`config.mk`:
```
export PLATFORM = sky130hd
export DESIGN_NAME = sense_pulse_ctrl
export DESIGN_NICKNAME = d
export VERILOG_FILES = /design/src/rtl/sense_pkg.sv /design/src/rtl/sense_sync2.sv /design/src/rtl/sense_pulse_ctrl.sv
export SDC_FILE = /design/constraint.sdc
export NUM_CORES = 1
export LEC_CHECK = 0
export CAP_MARGIN = 10
export CORE_UTILIZATION = 50
export CTS_BUF_LIST = sky130_fd_sc_hd__clkbuf_4
export CTS_CLUSTER_SIZE = 40
export DETAILED_ROUTE_END_ITERATION = 12
export DONT_BUFFER_PORTS = 1
export PLACE_DENSITY = 0.7
export SLEW_MARGIN = 20
export SYNTH_ARGS = -nofsm -noshare
export SYNTH_HDL_FRONTEND = slang
export SYNTH_SLANG_ARGS = --single-unit
```
`constraint.sdc`:
```
create_clock -name clk -period 1.85 [get_ports clk]
set_clock_uncertainty 0.2 [all_clocks]
set_input_delay 0.0925 -clock clk [delete_from_list [all_inputs] [get_ports clk]]
set_output_delay 0.0925 -clock clk [all_outputs]
set_load 0.03 [all_outputs]
```
`src/rtl/sense_pkg.sv`:
```
`default_nettype none
// +------------------------------------------------------------------+
// | sense_pkg                                                        |
// | Shared state type and defaults for the sense pulse controller.   |
// | Revision: 1.0                                                    |
// +------------------------------------------------------------------+
package sense_pkg;

  localparam int DEB_CYCLES_DEF = 4;
  localparam int CNT_W_DEF      = 8;
  localparam int DEB_W          = 8;

  typedef enum logic [1:0] {
    IDLE     = 2'd0,
    DEBOUNCE = 2'd1,
    DRIVE    = 2'd2,
    BLANK    = 2'd3
  } state_t;

endpackage
`default_nettype wire

```
`src/rtl/sense_sync2.sv`:
```
`default_nettype none
// +------------------------------------------------------------------+
// | sense_sync2                                                      |
// | Two-flop synchroniser for a single asynchronous level.           |
// | Revision: 1.0                                                    |
// +------------------------------------------------------------------+
module sense_sync2 (
  input  logic clk,
  input  logic rst,
  input  logic d,
  output logic q
);

  logic meta;

  always_ff @(posedge clk or posedge rst) begin
    if (rst) begin
      meta <= 1'b0;
      q    <= 1'b0;
    end else begin
      meta <= d;
      q    <= meta;
    end
  end

endmodule
`default_nettype wire

```
`src/rtl/sense_pulse_ctrl.sv`:
```
`default_nettype none
// +------------------------------------------------------------------+
// | sense_pulse_ctrl                                                 |
// | Debounces the comparator sense line, then drives the LED for a   |
// | programmable time followed by a blanking interval.               |
// | Optional event counter: define SENSE_EVT_CNT_EN.                 |
// | Revision: 1.0                                                    |
// +------------------------------------------------------------------+
module sense_pulse_ctrl
  import sense_pkg::*;
#(
  parameter int DEB_CYCLES = DEB_CYCLES_DEF,
  parameter int CNT_W      = CNT_W_DEF
) (
  input  logic             clk,
  input  logic             rst,
  input  logic             ena,
  input  logic             cmp_in,
  input  logic [CNT_W-1:0] on_time,
  input  logic [CNT_W-1:0] blank_time,
  input  logic             clr_cnt,
  output logic             led_en,
  output logic             evt_pulse,
  output logic             busy,
  output logic [7:0]       evt_cnt
);

  localparam logic [DEB_W-1:0] DEB_LAST = DEB_W'(DEB_CYCLES - 1);

  logic             cmp_s;
  state_t           state, state_nx;
  logic [DEB_W-1:0] deb_cnt, deb_cnt_nx;
  logic [CNT_W-1:0] timer, timer_nx;
  logic [CNT_W-1:0] on_load, blank_load;

  sense_sync2 u_sync (
    .clk (clk),
    .rst (rst),
    .d   (cmp_in),
    .q   (cmp_s)
  );

  // A zero duration still yields one cycle, so the load value is max(x,1)-1.
  assign on_load    = (on_time    == '0) ? '0 : on_time    - CNT_W'(1);
  assign blank_load = (blank_time == '0) ? '0 : blank_time - CNT_W'(1);

  always_ff @(posedge clk or posedge rst) begin
    if (rst) begin
      state     <= IDLE;
      deb_cnt   <= '0;
      timer     <= '0;
      led_en    <= 1'b0;
      evt_pulse <= 1'b0;
      busy      <= 1'b0;
    end else begin
      state     <= state_nx;
      deb_cnt   <= deb_cnt_nx;
      timer     <= timer_nx;
      led_en    <= (state_nx == DRIVE);
      evt_pulse <= (state == DEBOUNCE) && (state_nx == DRIVE);
      busy      <= (state_nx != IDLE);
    end
  end

  always_comb begin
    state_nx   = state;
    deb_cnt_nx = deb_cnt;
    timer_nx   = timer;
    if (!ena) begin
      state_nx   = IDLE;
      deb_cnt_nx = '0;
      timer_nx   = '0;
    end else begin
      case (state)
        IDLE: begin
          if (cmp_s) begin
            state_nx   = DEBOUNCE;
            deb_cnt_nx = '0;
          end
        end
        DEBOUNCE: begin
          if (!cmp_s) begin
            state_nx = IDLE;
          end else if (deb_cnt == DEB_LAST) begin
            state_nx = DRIVE;
            timer_nx = on_load;
          end else begin
            deb_cnt_nx = deb_cnt + DEB_W'(1);
          end
        end
        DRIVE: begin
          if (timer == '0) begin
            state_nx = BLANK;
            timer_nx = blank_load;
          end else begin
            timer_nx = timer - CNT_W'(1);
          end
        end
        BLANK: begin
          if (timer == '0) begin
            state_nx = IDLE;
          end else begin
            timer_nx = timer - CNT_W'(1);
          end
        end
        default: state_nx = IDLE;
      endcase
    end
  end

`ifdef SENSE_EVT_CNT_EN
  logic [7:0] evt_count;

  // Clear wins over a coincident event; the count sticks at 255.
  always_ff @(posedge clk or posedge rst) begin
    if (rst) begin
      evt_count <= 8'd0;
    end else if (clr_cnt) begin
      evt_count <= 8'd0;
    end else if (evt_pulse && (evt_count != 8'hFF)) begin
      evt_count <= evt_count + 8'd1;
    end
  end

  assign evt_cnt = evt_count;
`else
  logic unused_clr_cnt;
  assign unused_clr_cnt = clr_cnt;
  assign evt_cnt        = 8'd0;
`endif

endmodule
`default_nettype wire

```
== Yosys cells after proc, flatten, opt, wreduce, memory -nomap -nowiden ==
Cells that the tools add are included.

* Shift-type cells: 0
* Reduce and logical (&&, ||, !) cells: 8
* Add/subtract/negate cells: 4
* Multiply operators: 0
* $lt $le $gt $ge: 0
* Bitwise logic cells: 0
* Equality and inequality tests: 12
* Mux-type cells: 20
* Divide/modulo/power cells: 0

{| class="wikitable"
|+ Operator list
! operator !! count
|-
| 8-bit two-way mux || 11
|-
| 8-bit logical NOT || 3
|-
| 8-bit case mux with 3 select lines || 1
|-
| 8-bit by 1-bit subtractor with 8-bit output (second input constant) || 3
|-
| 8-bit case mux with 2 select lines || 1
|-
| 2-bit two-way mux || 6
|-
| 3-bit by 2-bit != test with 1-bit output (second input constant) || 3
|-
| 8-bit by 1-bit adder with 8-bit output (second input constant) || 1
|-
| 8-bit by 2-bit equality test with 1-bit output (second input constant) || 1
|-
| 2-bit case mux with 4 select lines || 1
|-
| 4-bit AND reduction || 2
|-
| 2-bit equality test (second input constant) || 3
|-
| 3-bit != test (second input constant) || 2
|-
| 4-bit by 1-bit != test with 1-bit output (second input constant) || 1
|-
| 3-bit by 1-bit != test with 1-bit output (second input constant) || 1
|-
| 2-bit by 1-bit equality test with 1-bit output (second input constant) || 1
|-
| 2-bit logical NOT || 1
|-
| 2-bit nonzero test || 1
|-
| 1-bit logical AND || 1
|}

* Bits of input ports: 21
* Word-level logic and storage cells: 52
* Bits in registers: 23
* Memory bits (writable): 0
* Bits in read-only memories: 0
* Latch bits: 0
* Output and inout bits: 11
* Memories kept: 0

== Logic depth before layout (Yosys ltp) ==
* Depth after elaboration: 7
* Gate-level depth with buffers: 8
* Gate-level depth less buffers: 7

== By module ==
Synthesis repeated with hierarchy kept, for this count alone.

* Cell total of the unflattened synthesis: 199
* Area total of the unflattened synthesis: 1752.9 sq um

{| class="wikitable"
|+ By module, submodules not included
! module !! cells each !! instances !! area an instance (sq um) !! sequential area each (sq um)
|-
| sense_pulse_ctrl || 196 || 1 || 1699.1 || 525.5
|-
| sense_sync2 || 3 || 1 || 53.8 || 50.0
|}

== Worst setup path before layout ==
No wires, ideal clock.

* Path kind: register to register
* Start point: reg timer[4]
* End point: reg timer[7]
* Library setup time: 0.122 ns
* Slack: -0.196 ns
* Required time: 1.528 ns
* Arrival time: 1.724 ns
* Cell stages (with the launch flop): 6
* Clock period less this slack: 2.046 ns
* Buffers on the path: 0
* Path through: dfrtp_1 -> or4_4 -> nor3_4 -> mux2i_1 -> o211ai_1 -> a32o_1

* Cells in the longest elaborated chain, start to end: 4
* Elaborated cells between the ends (all ways): 8
* Those cells by class: add/sub: 1; eq/ne: 1; mux: 4; reduce/logical: 2

{| class="wikitable"
|+ RTL lines
! item !! line !! source
|-
| start, declared || sense_pulse_ctrl.sv:33 || <nowiki>logic [CNT_W-1:0] timer, timer_nx;</nowiki>
|-
| start signal, assigned || sense_pulse_ctrl.sv:58 || <nowiki>timer <= timer_nx;</nowiki>
|-
| 8-bit by 1-bit subtractor with 8-bit output / 8-bit logical NOT (equally long branches) || - ||
|-
| 8-bit two-way mux (on tied branches) || sense_pulse_ctrl.sv:100, sense_pulse_ctrl.sv:92 ||
|-
| 8-bit case mux with 3 select lines || sense_pulse_ctrl.sv:74 || <nowiki>case (state)</nowiki>
|-
| 8-bit two-way mux || sense_pulse_ctrl.sv:69 || <nowiki>if (!ena) begin</nowiki>
|}

Parallel ways exist; a longest one is shown, timed or not. The select of a mux whose other input is x is not followed.
A chain may end at the register's enable or synchronous reset.

== Worst setup path in the final report ==
Same ends and word-level chain as after synthesis.

==> out/metrics.yaml <==
outcome:
  outcome: "complete, but fails checks"
  violations: "negative setup slack"
global_routing:
  grt_max_degree: 22
  antenna_found_initial: 0
  grt_first_pass_wirelength_um: 7590
  first_global_vias: 1681
  overflow: 0
  groute.usage.overall_pct: 27.4
placed_design:
  placedCellCount: 287
  portBuffers: 0
  hpwl_um: 3590
  gp_congestion: 0.889
cells_and_area:
  nets: 290
  final_common_cell: "buf_4"
  final_cells: 308
  final-seq-area_sq_um: 577
  final_util_pct: 74.3
  num-fill-cells: 244
  multi_input_area_sq_mm: 0.00129
  synthToLayoutAreaGrowth_pct: 40.5
  n_antenna_cell: 0
  final_cell_mix: "buf_4 (55), dfrtp_1 (22), xnor2_1 (11)"
  drive_above_1_share_pct: 38.5
yosys:
  async_flop_share_pct: 100
  synth_edf_count: 0
  synth-main-ff-cell: "dfrtp_1"
  ys.warnings.count: 0
  synth-seq-area-share_pct: 32.1
  synthCells: 198
  avgSynthCellArea_sq_um: 9.05
  synthesis.area_sq_mm: 0.00179
  synth.distinct_cells: 51
  ys_ff_latch: 23
floorplan:
  pin_count: 32
  core.rowCount: 21
  coreArea_sq_mm: 0.00339
  dieHeight_um: 61.9
  initial_core_util_pct: 52.9
  fp.dieW_um: 61.9
  design.die.area_sq_mm: 0.00383
sta:
  rsz0062_at_grt: "true"
  min_period_ns: 2.14
  finalHoldViolations: 0
  layout_setup_ws_ns: -0.295
  setup_viol: 12
  timing.final.crit_share_pct: 116
  drv_slew: 0
  fmax_mhz: 466
job:
  maxCapViolCount: 0
clocking:
  cts_tree: "built"
  clock_latency_ns: 0.32
  clk_root_buffer_cell: "clkbuf_4"
  cts_buffers: 3
  htree_levels: 1
  clock_path_buffers: 2
  cts.sink_count: 23
  clkTransAtPathRegs_ns: 0.12
setup_path:
  critPathMaxStageDelay_ns: 0.59
  path_cells: "or4_4, o41ai_4, a21boi_4, a32o_1"
  critPathTopFamily: "compound AO/OA/AOI/OAI gates"
  cp.arrival_ns: 2.15
  cp-end-kind: "register"
  crit_cells: 4
  r2r_cells: 4
  rrSetupSlack_ns: -0.29
  critical_path_class: "register to register"
  r2r-start: "timer[4]"
  startpoint_type: "register"
  cp.required_ns: 1.86
  crit_fanout: 8
  r2r-end: "timer[7]"
  cp.buffers_inverters: 0
  slowest_stage: "or4_4"
detailed_routing:
  wl_um: 5150
  ant_nets: 0
  drt-wirelength-per-cell_um: 16.7
  drtPass1Iterations: 4
  num_vias: 1831
  vias_per_cell: 5.94
  dr.first_iter.drc_count: 86
  remaining_drc_errors: 0
worst_hold_path:
  hp-class: "primary input to register"
  hold_end: "timer[2]"
  holdPathStages: 3
  min_from: "on_time[2]"
power_and_ir_drop:
  power_density_mw_per_mm2: 402
  leakagePower_nw: 1.10
  peakVddDrop_v: 0.000310
==> metrics by stage <==
| step | power [W] | TNS (ns) | cell area (sq um) | hold slack [ns] | setup WS, ns |
|---|---|---|---|---|---|
| CTS | 0.000998 | -2.39 | 2440 | 0.00400 | -0.296 |
| global route | 0.00106 | -3.44 | 2520 | 0.0234 | -0.333 |
| global placement | 0.000717 | -2.19 | 2180 | -0.348 | -0.320 |
| finish | 0.00101 | -2.70 | 2520 | 0.0187 | -0.295 |
| floorplan | 0.000679 | -0.905 | 1840 | -0.106 | -0.137 |
| detailed placement | 0.000722 | -2.88 | 2180 | -0.344 | -0.323 |
==> worst register-to-register path, cell delays in order (launching register included) <==
cell and delay (ns):
dfrtp_1 0.40, or4_4 0.59, o41ai_4 0.43, a21boi_4 0.15, a32o_1 0.27
==> synthesized netlist by cell type (all sizes together), types with 6 or more instances <==
cell type | count | area share [%]
nor2 | 10 | 2.1
nor3 | 7 | 3.5
dfrtp | 23 | 32
o31ai | 6 | 2.5
nand3 | 8 | 2.2
xnor2 | 11 | 5.4
buf | 9 | 3.8
a32o | 6 | 3.4
o21ai | 11 | 3.1
inv | 10 | 2.1
ha | 6 | 4.2
nand2 | 12 | 2.5
==> cells by family after synthesis <==
| kind of cell | synth area share [%] |
|---|---|
| xor+xnor | 6.84 |
| fa+ha+maj | 4.19 |
| mux | 0.559 |
| other cells | 0.209 |
| buf+inv | 6.91 |
| simple gates | 25.7 |
| flops | 32.1 |
| compound gates | 23.5 |
==> what timing repair did <==
item / 4_1_cts / 5_1_grt
endpoints found under the hold margin: 45 / 0
pin swaps: 17 / 14
setup buffers: 7 / 3
hold buffers: 9 / 0
gates resized for setup: 25 / 16
cloned: 1 / 0
endpoints found under the setup margin: 16 / 19
==> final cells by class <==
class | count | share of cell area [%]
multi-input combinational | 159 | 51.2
clock buffer | 3 | 0.895
timing repair buffer | 66 | 20.9
inverter | 10 | 1.49
tap | 46 | 2.29
sequential | 23 | 22.9
clock inverter | 1 | 0.298
==> how the worst max path moves through the flow <==
stage | to | slack (ns) | start
6_report | timer[7] | -0.29 | timer[4]
5_1_grt | timer[7] | -0.33 | timer[4]
4_1_cts | timer[7] | -0.30 | timer[4]
3_5_place_dp | timer[7] | -0.32 | timer[4]
3_3_place_gp | timer[7] | -0.32 | timer[4]
2_1_floorplan | timer[7] | -0.14 | timer[5]
==> power by group <==
group          switching [W]  internal, W  total (W)
sequential        0.00000816     0.000511   0.000519
combinational       0.000132     0.000117   0.000250
clock               0.000162    0.0000825   0.000244
total               0.000302     0.000711    0.00101
==> flip-flops by register name, summed over array words and instances (netlist names) <==
| register | cells |
|---|---|
| led_en | 1 |
| u_sync.q | 1 |
| u_sync.meta | 1 |
| deb_cnt | 8 |
| evt_pulse | 1 |
| state | 2 |
| busy | 1 |
| timer | 8 |
==> per-layer routing <==
layer | up-vias | share of wire (%) | global-route usage, %
met3 | 8 | 5.6 | 3.31
met4 | 0 | 1.5 | 5.71
li1 | 848 | - | -
met5 | - | 0 | 0
met2 | 75 | 50 | 43.6
met1 | 900 | 43 | 40.1
Power figures use the tool's default switching activity.
